### src/rtl/csr_cmd_encoder.sv
// csr_cmd_encoder: turns host CSR requests into command/data words for a SPI link and reports completion
module csr_cmd_encoder #(
  parameter logic [3:0] WRITE_COMMAND = 4'h1,
  parameter logic [3:0] READ_COMMAND  = 4'h2,
  parameter int         GAP_CYCLES    = 2,
  parameter int         TIMEOUT       = 255
) (
  input  logic        clk,
  input  logic        rst,
  input  logic        req_valid,
  output logic        req_ready,
  input  logic        req_write,
  input  logic [11:0] req_addr,
  input  logic [15:0] req_wdata,
  output logic        tx_valid,
  input  logic        tx_ready,
  output logic [15:0] tx_data,
  input  logic        rx_valid,
  input  logic [15:0] rx_data,
  output logic        rsp_valid,
  output logic [15:0] rsp_rdata,
  output logic        rsp_timeout
);
  localparam logic [2:0] IDLE      = 3'd0;
  localparam logic [2:0] SEND_CMD  = 3'd1;
  localparam logic [2:0] GAP       = 3'd2;
  localparam logic [2:0] SEND_DATA = 3'd3;
  localparam logic [2:0] WAIT_RSP  = 3'd4;
  localparam logic [2:0] DONE      = 3'd5;
  localparam logic [3:0] GAP_LAST  = 4'(GAP_CYCLES - 1);
  localparam logic [15:0] WAIT_LAST = 16'(TIMEOUT - 1);
  logic [2:0] state;
  logic wr;
  logic data_sent;
  logic [15:0] wdata;
  logic [3:0] gap_cnt;
  logic [15:0] wait_cnt;
  assign req_ready = (state == IDLE) && !rst;
  assign tx_valid  = (state == SEND_CMD) || (state == SEND_DATA);
  assign rsp_valid = (state == DONE);
  // tx_data is only reloaded on the edge where tx_valid rises, so it holds while idle or stalled
  always_ff @(posedge clk or posedge rst)
    if (rst) begin
      state       <= IDLE;
      wr          <= 1'b0;
      data_sent   <= 1'b0;
      wdata       <= '0;
      gap_cnt     <= '0;
      wait_cnt    <= '0;
      tx_data     <= '0;
      rsp_rdata   <= '0;
      rsp_timeout <= 1'b0;
    end else
      case (state)
        IDLE: if (req_valid) begin
          wr        <= req_write;
          wdata     <= req_wdata;
          data_sent <= 1'b0;
          tx_data   <= {req_write ? WRITE_COMMAND : READ_COMMAND, req_addr};
          state     <= SEND_CMD;
        end
        SEND_CMD: if (tx_ready) begin
          gap_cnt <= '0;
          state   <= GAP;
        end
        GAP: if (gap_cnt == GAP_LAST) begin
          if (data_sent) begin
            rsp_rdata   <= '0;
            rsp_timeout <= 1'b0;
            state       <= DONE;
          end else if (wr) begin
            tx_data <= wdata;
            state   <= SEND_DATA;
          end else begin
            wait_cnt <= '0;
            state    <= WAIT_RSP;
          end
        end else gap_cnt <= gap_cnt + 4'd1;
        SEND_DATA: if (tx_ready) begin
          gap_cnt   <= '0;
          data_sent <= 1'b1;
          state     <= GAP;
        end
        WAIT_RSP: if (rx_valid) begin
          rsp_rdata   <= rx_data;
          rsp_timeout <= 1'b0;
          state       <= DONE;
        end else if (wait_cnt == WAIT_LAST) begin
          rsp_rdata   <= '0;
          rsp_timeout <= 1'b1;
          state       <= DONE;
        end else wait_cnt <= wait_cnt + 16'd1;
        DONE: state <= IDLE;
        default: state <= IDLE;
      endcase
endmodule
### config.mk
export PLATFORM = sky130hd
export DESIGN_NAME = csr_cmd_encoder
export DESIGN_NICKNAME = d
export VERILOG_FILES = /design/src/rtl/csr_cmd_encoder.sv
export SDC_FILE = /design/constraint.sdc
export NUM_CORES = 1
export LEC_CHECK = 0
export CELL_PAD_IN_SITES_DETAIL_PLACEMENT = 0
export CELL_PAD_IN_SITES_GLOBAL_PLACEMENT = 1
export CORE_ASPECT_RATIO = 1.1
export CORE_UTILIZATION = 42
export CTS_CLUSTER_SIZE = 28
export DETAILED_ROUTE_END_ITERATION = 10
export PLACE_DENSITY_LB_ADDON = 0.1
export SETUP_SLACK_MARGIN = 0.3
export SYNTH_ARGS = -nofsm -noshare
export SYNTH_HDL_FRONTEND = slang
export SYNTH_SLANG_ARGS = --single-unit
### constraint.sdc
create_clock -name clk -period 4.6 [get_ports clk]
set_input_delay 0.46 -clock clk [delete_from_list [all_inputs] [get_ports clk]]
set_output_delay 0.46 -clock clk [all_outputs]
set_load 0.01 [all_outputs]
==> impl_metrics.yaml <==
grt:
  track_usage: 0.1935
  grt_overflow: 0
  grt_max_degree: 51
  antenna_found_initial: 0
  grt_pass1_vias: 2662
  grt_pass1_wl_um: 12920
power:
  power.leakage_nw: 1.958
  power.density_nw_per_um2: 535.7
  p_total_mw: 2.485
  peakVddDrop_uv: 261.8
synthesis:
  synth.area.top_cells: "dfrtp_1 53%, mux2_1 7.1%, mux2_2 7.1%, a22o_1 4.3%, a31oi_1 2.5%"
  yosys.area.top_type_share: 0.5303
  yosysSeqAreaShare: 0.5303
  synth.distinct_cells: 48
  synthArstFlopShare: 1.000
  ys_ff_latch: 74
  yosysTopAreaCell: "dfrtp_1"
  synth_top_flop_cell: "dfrtp_1"
  syn_area_um2: 3492
  syn_nets: 355
  yosys_warnings: 0
  avgSynthCellArea_um2: 11.60
  synth_edf_count: 0
  synth_cells: 301
final_layout:
  drive_gt1_frac: 0.1237
  syn_to_final_growth_pct: 32.82
  n_fill_cell: 703
  diodes: 0
  nets: 437
setup_path:
  cp_max_fo: 17
  setup.worst_path.start: "wait_cnt[8]$_DFFE_PP0P_"
  regToRegSetupSlack_ns: 1.77
  cp-end-kind: "register"
  crit_chain: "or4_4, or4_1, a211o_1, a22o_1"
  cp.required_ns: 4.82
  crit_path_start_kind: "register"
  worst_r2r_path_depth: 4
  r2r_end: "rsp_rdata[5]$_DFFE_PP0P_"
  worstSetupPathType: "register to register"
  crit_path_max_incr_delay_ns: 0.80
  cp_slowest_cell: "or4_1"
  arrival_ns: 3.05
  timing.rr.start: "wait_cnt[8]$_DFFE_PP0P_"
cts:
  holdBufCountCts: 0
  tritoncts: "yes"
  clk_pin_slew_ns: 0.08
  worstSkewPairLatency_ns: 0.34
  ctsHtreeMaxLevel: 3
  clockBufferDepth: 2
  cts.repair.resized: 0
  numCtsBuffers: 9
  cts.sinks: 74
  cts-root-buf: "clkbuf_8"
  post-cts-setup-buffers: 0
worst_hold_path:
  hold_path_end: "wdata[6]$_DFFE_PP0P_"
  hold_depth: 1
  hp-start: "wdata[6]$_DFFE_PP0P_"
  hold_class: "register to register"
sta:
  setup_viol: 0
  fin_setup_tns_ns: 0
  fin_crit_sh: 0.6156
  skew_ns: 0.01279
  rsz0062_at_grt: "false"
  finalCriticalPeriod_ns: 2.832
  relSlewSlack: 0.2936
  max_freq_mhz: 353.1
  finalHoldViolations: 0
  tightestPinTransition_ns: 1.058
  layout_setup_ws_ns: 1.768
  maxSlewViolCount: 0
floorplan:
  num_io_pins: 86
  dieArea_um2: 8684
  start_util: 0.4366
  rows: 34
  core_region_area_um2: 7998
  fp.dieH_um: 97.64
  fp.dieW_um: 88.94
status:
  outcome: "complete, no violations"
detailed_routing:
  drc: 0
  antenna_left: 0
  wl_per_cell_um: 15.74
  wl_um: 7807
  initialDrtViolationCount: 86
  vias: 2652
  dr.pass1.iters: 4
  viasPerCell: 5.347
run:
  drv_cap: 0
place:
  hpwl_um: 5398
  io_buffers: 85
  place_congestion: 0.7252
  dp_slack_ns: 1.785
==> Yosys cell counts, types with 2 or more instances <==
cell type,number
dfrtp_1,74
mux2_1,22
mux2_2,22
a22o_1,17
a31oi_1,14
clkbuf_1,14
nand2_1,14
a21oi_1,13
nor2_1,12
inv_1,11
nand3_1,9
o21ai_0,9
nor4_1,5
o21a_1,5
ha_1,4
mux2i_1,4
nand4_1,4
nor3_1,4
a211o_1,3
buf_6,3
nand2b_1,3
nor2b_1,3
a21o_1,2
a41oi_1,2
and3_1,2
nor3b_1,2
or3b_1,2
xor2_1,2
==> cells in the final DEF, fill, tap and decap left out, types with 2 or more instances in the layout <==
master	synthesis	final
nand2b_1	3	3
mux2i_1	4	4
a21o_1	2	2
a22o_1	17	17
clkinvlp_4	0	3
a41oi_1	2	2
nor3_1	4	4
dfrtp_1	74	74
nand3_1	9	9
inv_1	11	10
nor2_1	12	12
a211o_1	3	3
mux2_2	22	22
ha_1	4	4
xor2_1	2	2
or3b_1	2	2
nor4_1	5	5
and3_1	2	2
clkdlybuf4s50_1	0	85
o21a_1	5	5
a21oi_1	13	13
clkbuf_8	0	10
nor2b_1	3	3
nand2_1	14	14
o21ai_0	9	9
mux2_1	22	22
buf_4	0	5
nand4_1	4	4
a31oi_1	14	14
==> cells by family (layout without fill, tap and decap cells) <==
logic type	count (synthesis)	in the layout	synth area share
XOR/XNOR	2	2	0.005017
AO/OA/AOI/OAI	74	74	0.1483
multiplexers	48	48	0.1534
buffers and inverters	30	117	0.03905
AND/OR/NAND/NOR	69	69	0.1096
adder cells (fa/ha/maj)	4	4	0.01433
flip-flops	74	74	0.5303
==> registers in the layout (all words and copies together) (netlist names) <==
name,cells
rsp_timeout,1
wait_cnt,16
data_sent,1
rsp_rdata,16
tx_data,16
state,3
wr,1
gap_cnt,4
wdata,16
==> power by group <==
part           switching (mW)  internal, mW  leakage [nW]
combinational           0.406         0.541         0.918
sequential              0.150         0.874         0.945
clock                   0.249         0.265        0.0945
==> how the worst max path moves through the flow <==
stage          slack (ns)                  endpoint
2_1_floorplan        2.13  rsp_rdata[0]$_DFFE_PP0P_
3_3_place_gp         1.82  rsp_rdata[3]$_DFFE_PP0P_
3_5_place_dp         1.78  rsp_rdata[5]$_DFFE_PP0P_
4_1_cts              1.77  rsp_rdata[5]$_DFFE_PP0P_
5_1_grt              1.68  rsp_rdata[5]$_DFFE_PP0P_
6_report             1.77  rsp_rdata[5]$_DFFE_PP0P_
==> routing by layer <==
| layer | wire length (µm) | vias to the layer above | global-route usage |
|---|---|---|---|
| met3 | 480 | 7 | 0.06372 |
| li1 | - | 1281 | - |
| met1 | 3641 | 1295 | 0.2625 |
| met2 | 3613 | 69 | 0.2953 |
| met5 | 0 | - | 0 |
| met4 | 72 | 0 | 0.05495 |
==> worst max-delay path: cells and delay by family (launching register included) <==
kind | cells | cell delay (ns)
AOI/OAI and AO/OA | 2 | 0.87
and+or+nand+nor | 2 | 1.35
DFF | 1 | 0.48
==> layout make-up <==
| cell class | instances | area, µm² | share of cell area |
|---|---|---|---|
| clock buffers | 10 | 137.6 | 0.02967 |
| clock inverters | 6 | 66.31 | 0.01430 |
| inverters | 11 | 41.29 | 0.008902 |
| multi-input cells | 197 | 1518 | 0.3272 |
| flip-flops and latches | 74 | 1852 | 0.3992 |
| well taps | 108 | 135.1 | 0.02913 |
| repair buffers | 90 | 888.4 | 0.1915 |
==> metrics by stage <==
stage,hold slack [ns],area (µm²),instances,utilization
CTS,0.4907,4638,496,0.5799
finish,0.4864,4638,496,0.5799
floorplan,0.4510,3492,301,-
global route,0.5007,4638,496,0.5799
detailed placement,0.4720,4434,480,0.5544
global placement,0.4647,4434,480,0.5544
(Power assumes the default switching activity.)
